File: src/rtl/program_loader_pkg.sv
// Shared types and helpers for the program loader: FSM state encoding and
// instruction-width arithmetic.
package program_loader_pkg;

  typedef enum logic [1:0] {
    IDLE  = 2'd0,
    LOAD  = 2'd1,
    CHECK = 2'd2,
    DONE  = 2'd3
  } loader_state_t;

  function automatic int bytes_per_word(input int i_size);
    return i_size / 8;
  endfunction

  // Instructions must be a whole, non-zero number of bytes.
  function automatic bit width_ok(input int i_size);
    return (i_size % 8 == 0) && (i_size >= 8);
  endfunction

endpackage

File: src/rtl/instr_assembler.sv
// Packs a stream of accepted bytes MSB-first into I_SIZE-bit words and flags
// the byte that completes each word.
module instr_assembler
  import program_loader_pkg::*;
#(
  parameter int I_SIZE = 24
) (
  input  logic              clk,
  input  logic              reset,
  input  logic              clear,
  input  logic              accept,
  input  logic [7:0]        byte_in,
  output logic [I_SIZE-1:0] word,
  output logic              word_done
);

  localparam int BYTES = bytes_per_word(I_SIZE);
  localparam int CW    = (BYTES > 1) ? $clog2(BYTES) : 1;

  logic [CW-1:0]     cnt;
  logic [I_SIZE-1:0] shreg;

  // The completed word includes the byte arriving this cycle, so it can be
  // registered downstream without waiting for the shift to land.
  assign word      = (shreg << 8) | I_SIZE'(byte_in);
  assign word_done = accept && (cnt == CW'(BYTES - 1));

  always_ff @(posedge clk) begin
    if (reset || clear) begin
      cnt   <= '0;
      shreg <= '0;
    end else if (accept) begin
      shreg <= word;
      cnt   <= word_done ? '0 : cnt + 1'b1;
    end
  end

endmodule

File: src/rtl/program_loader.sv
// Streams a program image into instruction memory while holding the CPU off.
// Optional trailing XOR checksum byte enabled by PROGRAM_LOADER_CHECKSUM_EN.
module program_loader
  import program_loader_pkg::*;
#(
  parameter int P_SIZE = 6,
  parameter int I_SIZE = 24
) (
  input  logic              clk,
  input  logic              reset,
  input  logic              start,
  input  logic [P_SIZE:0]   word_count,
  input  logic [7:0]        rx_data,
  input  logic              rx_valid,
  output logic              rx_ready,
  output logic              mem_we,
  output logic [P_SIZE-1:0] mem_addr,
  output logic [I_SIZE-1:0] mem_wdata,
  output logic              cpu_hold,
  output logic              busy,
  output logic              done,
  output logic              error
);

  if (!width_ok(I_SIZE)) begin : g_bad_width
    $error("program_loader: I_SIZE must be a non-zero multiple of 8");
  end

  localparam logic [P_SIZE:0] DEPTH = (P_SIZE + 1)'(2 ** P_SIZE);

`ifdef PROGRAM_LOADER_CHECKSUM_EN
  localparam bit            CSUM_EN    = 1'b1;
  localparam loader_state_t AFTER_LOAD = CHECK;
`else
  localparam bit            CSUM_EN    = 1'b0;
  localparam loader_state_t AFTER_LOAD = DONE;
`endif

  loader_state_t     state, state_next;
  logic [P_SIZE:0]   total, word_idx, wc_sat;
  logic [P_SIZE-1:0] addr_cnt;
  logic [I_SIZE-1:0] word;
  logic              launch, accept, asm_accept, word_done, last_word;

  assign wc_sat     = (word_count > DEPTH) ? DEPTH : word_count;
  assign launch     = start && (state == IDLE || state == DONE);
  assign accept     = rx_valid && rx_ready;
  assign asm_accept = accept && (state == LOAD);
  assign last_word  = word_done && (word_idx == total - 1'b1);

  instr_assembler #(.I_SIZE(I_SIZE)) u_asm (
    .clk       (clk),
    .reset     (reset),
    .clear     (launch),
    .accept    (asm_accept),
    .byte_in   (rx_data),
    .word      (word),
    .word_done (word_done)
  );

  always_ff @(posedge clk) begin
    if (reset) state <= IDLE;
    else       state <= state_next;
  end

  always_comb begin
    state_next = state;
    rx_ready   = 1'b0;
    busy       = 1'b0;
    done       = 1'b0;
    case (state)
      IDLE, DONE: begin
        done = (state == DONE);
        if (start) state_next = (wc_sat == '0) ? AFTER_LOAD : LOAD;
      end
      LOAD: begin
        rx_ready = 1'b1;
        busy     = 1'b1;
        if (last_word) state_next = AFTER_LOAD;
      end
      CHECK: begin
        rx_ready = CSUM_EN;
        busy     = 1'b1;
        if (accept) state_next = DONE;
      end
      default: state_next = IDLE;
    endcase
  end

  assign cpu_hold = busy;

  // mem_addr captures the address of the word being written; addr_cnt has
  // already moved on so the next word can complete back-to-back.
  always_ff @(posedge clk) begin
    if (reset) begin
      total     <= '0;
      word_idx  <= '0;
      addr_cnt  <= '0;
      mem_addr  <= '0;
      mem_wdata <= '0;
      mem_we    <= 1'b0;
    end else begin
      mem_we <= word_done;
      if (launch) begin
        total    <= wc_sat;
        word_idx <= '0;
        addr_cnt <= '0;
      end else if (word_done) begin
        mem_wdata <= word;
        mem_addr  <= addr_cnt;
        addr_cnt  <= addr_cnt + 1'b1;
        word_idx  <= word_idx + 1'b1;
      end
    end
  end

`ifdef PROGRAM_LOADER_CHECKSUM_EN
  logic [7:0] csum;
  logic       err_q;

  always_ff @(posedge clk) begin
    if (reset || launch) begin
      csum  <= '0;
      err_q <= 1'b0;
    end else if (asm_accept) begin
      csum <= csum ^ rx_data;
    end else if (state == CHECK && accept) begin
      err_q <= (rx_data != csum);
    end
  end

  assign error = err_q;
`else
  assign error = 1'b0;
`endif

endmodule

File: config.mk
export PLATFORM = sky130hd
export DESIGN_NAME = program_loader
export DESIGN_NICKNAME = d
export VERILOG_FILES = /design/src/rtl/program_loader_pkg.sv /design/src/rtl/instr_assembler.sv /design/src/rtl/program_loader.sv
export SDC_FILE = /design/constraint.sdc
export NUM_CORES = 1
export LEC_CHECK = 0
export BUFFER_PORTS_ARGS = -buffer_cell sky130_fd_sc_hd__buf_4
export CAP_MARGIN = 40
export CORE_AREA = 4 4 104 106
export DETAILED_ROUTE_END_ITERATION = 7
export DIE_AREA = 0 0 108 110
export HOLD_SLACK_MARGIN = 0.15
export PLACE_DENSITY_LB_ADDON = 0.05
export SETUP_SLACK_MARGIN = 0.02
export SYNTH_ARGS = -nofsm -noshare
export SYNTH_HDL_FRONTEND = slang
export SYNTH_SLANG_ARGS = --single-unit
File: constraint.sdc
create_clock -name clk -period 1.65 [get_ports clk]
set_input_delay 0.165 -clock clk [delete_from_list [all_inputs] [get_ports clk]]
set_output_delay 0.165 -clock clk [all_outputs]
set_load 0.05 [all_outputs]
==> impl_metrics.tcl <==
set metrics [dict create \
    globalRouteOverflowTotal 0 \
    post_route_cells_drive_above_1_share 0.2764 \
    clock_path_buffers 2 \
    io_buffer_count 53 \
    timing.critical_path.cells "inv_2 > ha_4 > o21bai_4 > a211o_1 > a31o_1 > a2111o_1 > o211ai_2" \
    clkLatencyLatePin_ps 350 \
    outcome "finished with violations" \
    routed_wire_length_per_instance_um 14.03 \
    min_period_ps 1672 \
    r2r-start "total[1]" \
    peakVddDrop_mv 0.4438 \
    mappedNetlistArea_um2 2912 \
    die_w_um 108 \
    initial_utilization 0.2979 \
    cp_data_arrival_time_ps 1940 \
    clkSinkCount 71 \
    synth_cells 357 \
    die_area_um2 11880 \
    power.leakage_nw 1.562 \
    power_density_nw_per_um2 1241 \
    setup.worst_path.end_class "register" \
    hold_violations 0 \
    chipHeight_um 110 \
    critical-path-slowest-cell "a2111o_1" \
    synth.net_count 383 \
    rsz0062_at_grt "true" \
    finClkSkew_ps 9.073 \
    num_rows 36 \
    library_cells_used_by_synthesis 38 \
    core_area_um2 9774 \
    n_antenna_cell 0 \
    vias 2644 \
    netlist.top_cell.by_area "dfxtp_1" \
    first_pass_iters 4 \
    ant_nets 0 \
    maxcap_viol_count 0 \
    setup_ws_ps -22.06 \
    io_pins 55 \
    numCtsBuffers 9 \
    setup.worst_path.start_class "register" \
    groute.usage.overall 0.1349 \
    max_freq_mhz 598.1 \
    ctsHtreeMaxLevel 3 \
    final.fill_count 1029 \
    synth_top_area_frac 0.4882 \
    timing.final.setup_violations 1 \
    largest_stage_delay_on_the_critical_path_ps 380 \
    critPathMaxFanout 4 \
    period_share 1.013 \
    global_route_wire_length_before_repair_um 12440 \
    layout_commonest_cell "nand2_1" \
    layout.nets 466 \
    mostFrequentLayoutCells "nand2_1, buf_4, dfxtp_1" \
    place_worst_setup_slack_ps -16.31 \
    cts.root.buffer_cell "clkbuf_8" \
    totalWireLength_um 8111 \
    grt_antenna_before_repair 0 \
    place.gp.congestion 0.7826 \
    utilization 0.4263 \
    min_from "word_count[6]" \
    cp_data_required_time_ps 1920 \
    synth_area_leaders "dfxtp_1, nand2_1, a21oi_1" \
    hold_path_class "in2reg" \
    maxSlewViolCount 0 \
    ys_seq_area_frac 0.4882 \
    syn_to_final_growth_pct 43.10 \
    largest_net_degree_at_the_start_of_global_routing 33 \
    clock_tree_from_tritoncts "built" \
    detail_route.drc_violations 0 \
    timing.setup.critical_path_class "reg2reg" \
    drt_iter0_drc 80 \
    via_per_inst 4.574 \
    critPathLaunch "total[1]" \
    yosys_register_bits 71 \
    violations "negative setup slack" \
    clk_transition_reported_paths_ps 70 \
    synth-warning-count 0 \
    detailed_place_hpwl_um 5401 \
    first_global_vias 2498 \
    synthesis.area_per_instance_um2 8.156 \
]
-- layer usage --
layer | vias to the layer above | routed length (um) | global-route usage
li1 | 1357 | - | -
met1 | 1244 | 3560 | 0.1622
met2 | 29 | 4151 | 0.2353
met3 | 14 | 253 | 0.03203
met4 | 0 | 146 | 0.04869
met5 | - | 0 | 0
-- through the flow --
stage,power (mW),hold WS [ps],setup TNS [ps],instance area [um2],std cells
3_5_place_dp,3.357,396.1,-16.31,3608,539
4_1_cts,5.121,156.9,-28.61,3966,566
2_1_floorplan,2.978,273.5,0,2980,357
5_1_grt,5.440,171.9,-234.7,4167,578
6_report,5.170,163.8,-22.06,4167,578
3_3_place_gp,3.361,395.1,0,3608,539
-- registers in the layout, summed over array words and instances, names as in the netlist --
signal and cells:
addr_cnt 6, mem_addr 6, mem_wdata 24, mem_we 1, state 2, total 7, u_asm.cnt 2, u_asm.shreg 16
word_idx 7
-- cell families (layout without fill, tap and decap cells) --
logic type	after synthesis	count (layout)	share of synthesized area
fa+ha+maj	7	7	0.03008
buf+inv	26	114	0.03910
other cells	1	1	0.001288
xor+xnor	19	19	0.06188
compound gates	74	74	0.1410
flops	71	71	0.4882
mux	3	3	0.01031
simple gates	156	156	0.2282
-- synth_stat cells --
cell type	n
nor2_1	20
ha_1	7
buf_2	1
a211oi_1	2
and2b_1	1
nand2b_1	1
and3_1	1
conb_1	1
nor3_1	4
a31o_1	1
buf_6	1
a2111o_1	1
xor2_1	10
buf_4	2
a31oi_1	1
nor3_2	1
xnor3_1	1
nand4_1	5
nor4_1	1
dfxtp_1	71
mux2i_1	3
a21oi_1	60
and2_1	1
a22o_1	2
a211o_1	1
nand4b_1	1
nand3b_1	1
or3_2	1
nor3b_1	5
o21bai_1	2
xnor2_1	8
o211ai_2	1
o21ai_0	3
nand2_1	107
inv_1	6
or3_1	2
nand3_1	4
clkbuf_1	16
-- critical path, delay by kind of cell (launching register included) --
| family | cells | cell delay [ps] |
|---|---|---|
| compound gates | 5 | 1060 |
| fa+ha+maj | 1 | 160 |
| buf+inv | 1 | 40 |
| flops | 1 | 340 |
-- final cells by class --
class	instances	area, um2	area share
clock buffer	11	141.4	0.03393
clock inverter	5	103.9	0.02492
inverter	6	26.28	0.006306
multi-input combinational	260	1491	0.3580
sequential	71	1426	0.3423
tap	133	166.4	0.03994
timing repair buffer	92	810.8	0.1946
-- where the power goes --
part / leakage (nW) / internal [mW] / switching, mW
clock: 0.124 / 1.05 / 0.670
sequential: 0.575 / 1.80 / 0.0929
combinational: 0.863 / 0.634 / 0.920
total: 1.56 / 3.49 / 1.68
-- timing repair --
item | CTS | global route
setup endpoints to repair | 9 | 41
pin swaps | 1 | 3
hold endpoints to repair | 19 | 0
setup buffers | 0 | 9
hold buffers | 11 | 0
resized for setup | 1 | 12
cloned | 0 | 3
-- final timing paths --
kind	end	slack [ps]	depth (start not counted)
setup reg to reg	state[0]	-20	7
setup / recovery	state[0]	-20	7
hold reg to reg	mem_wdata[18]	450	2
hold / removal	total[6]	160	3
Note: power is estimated with default switching activity, not from simulation.
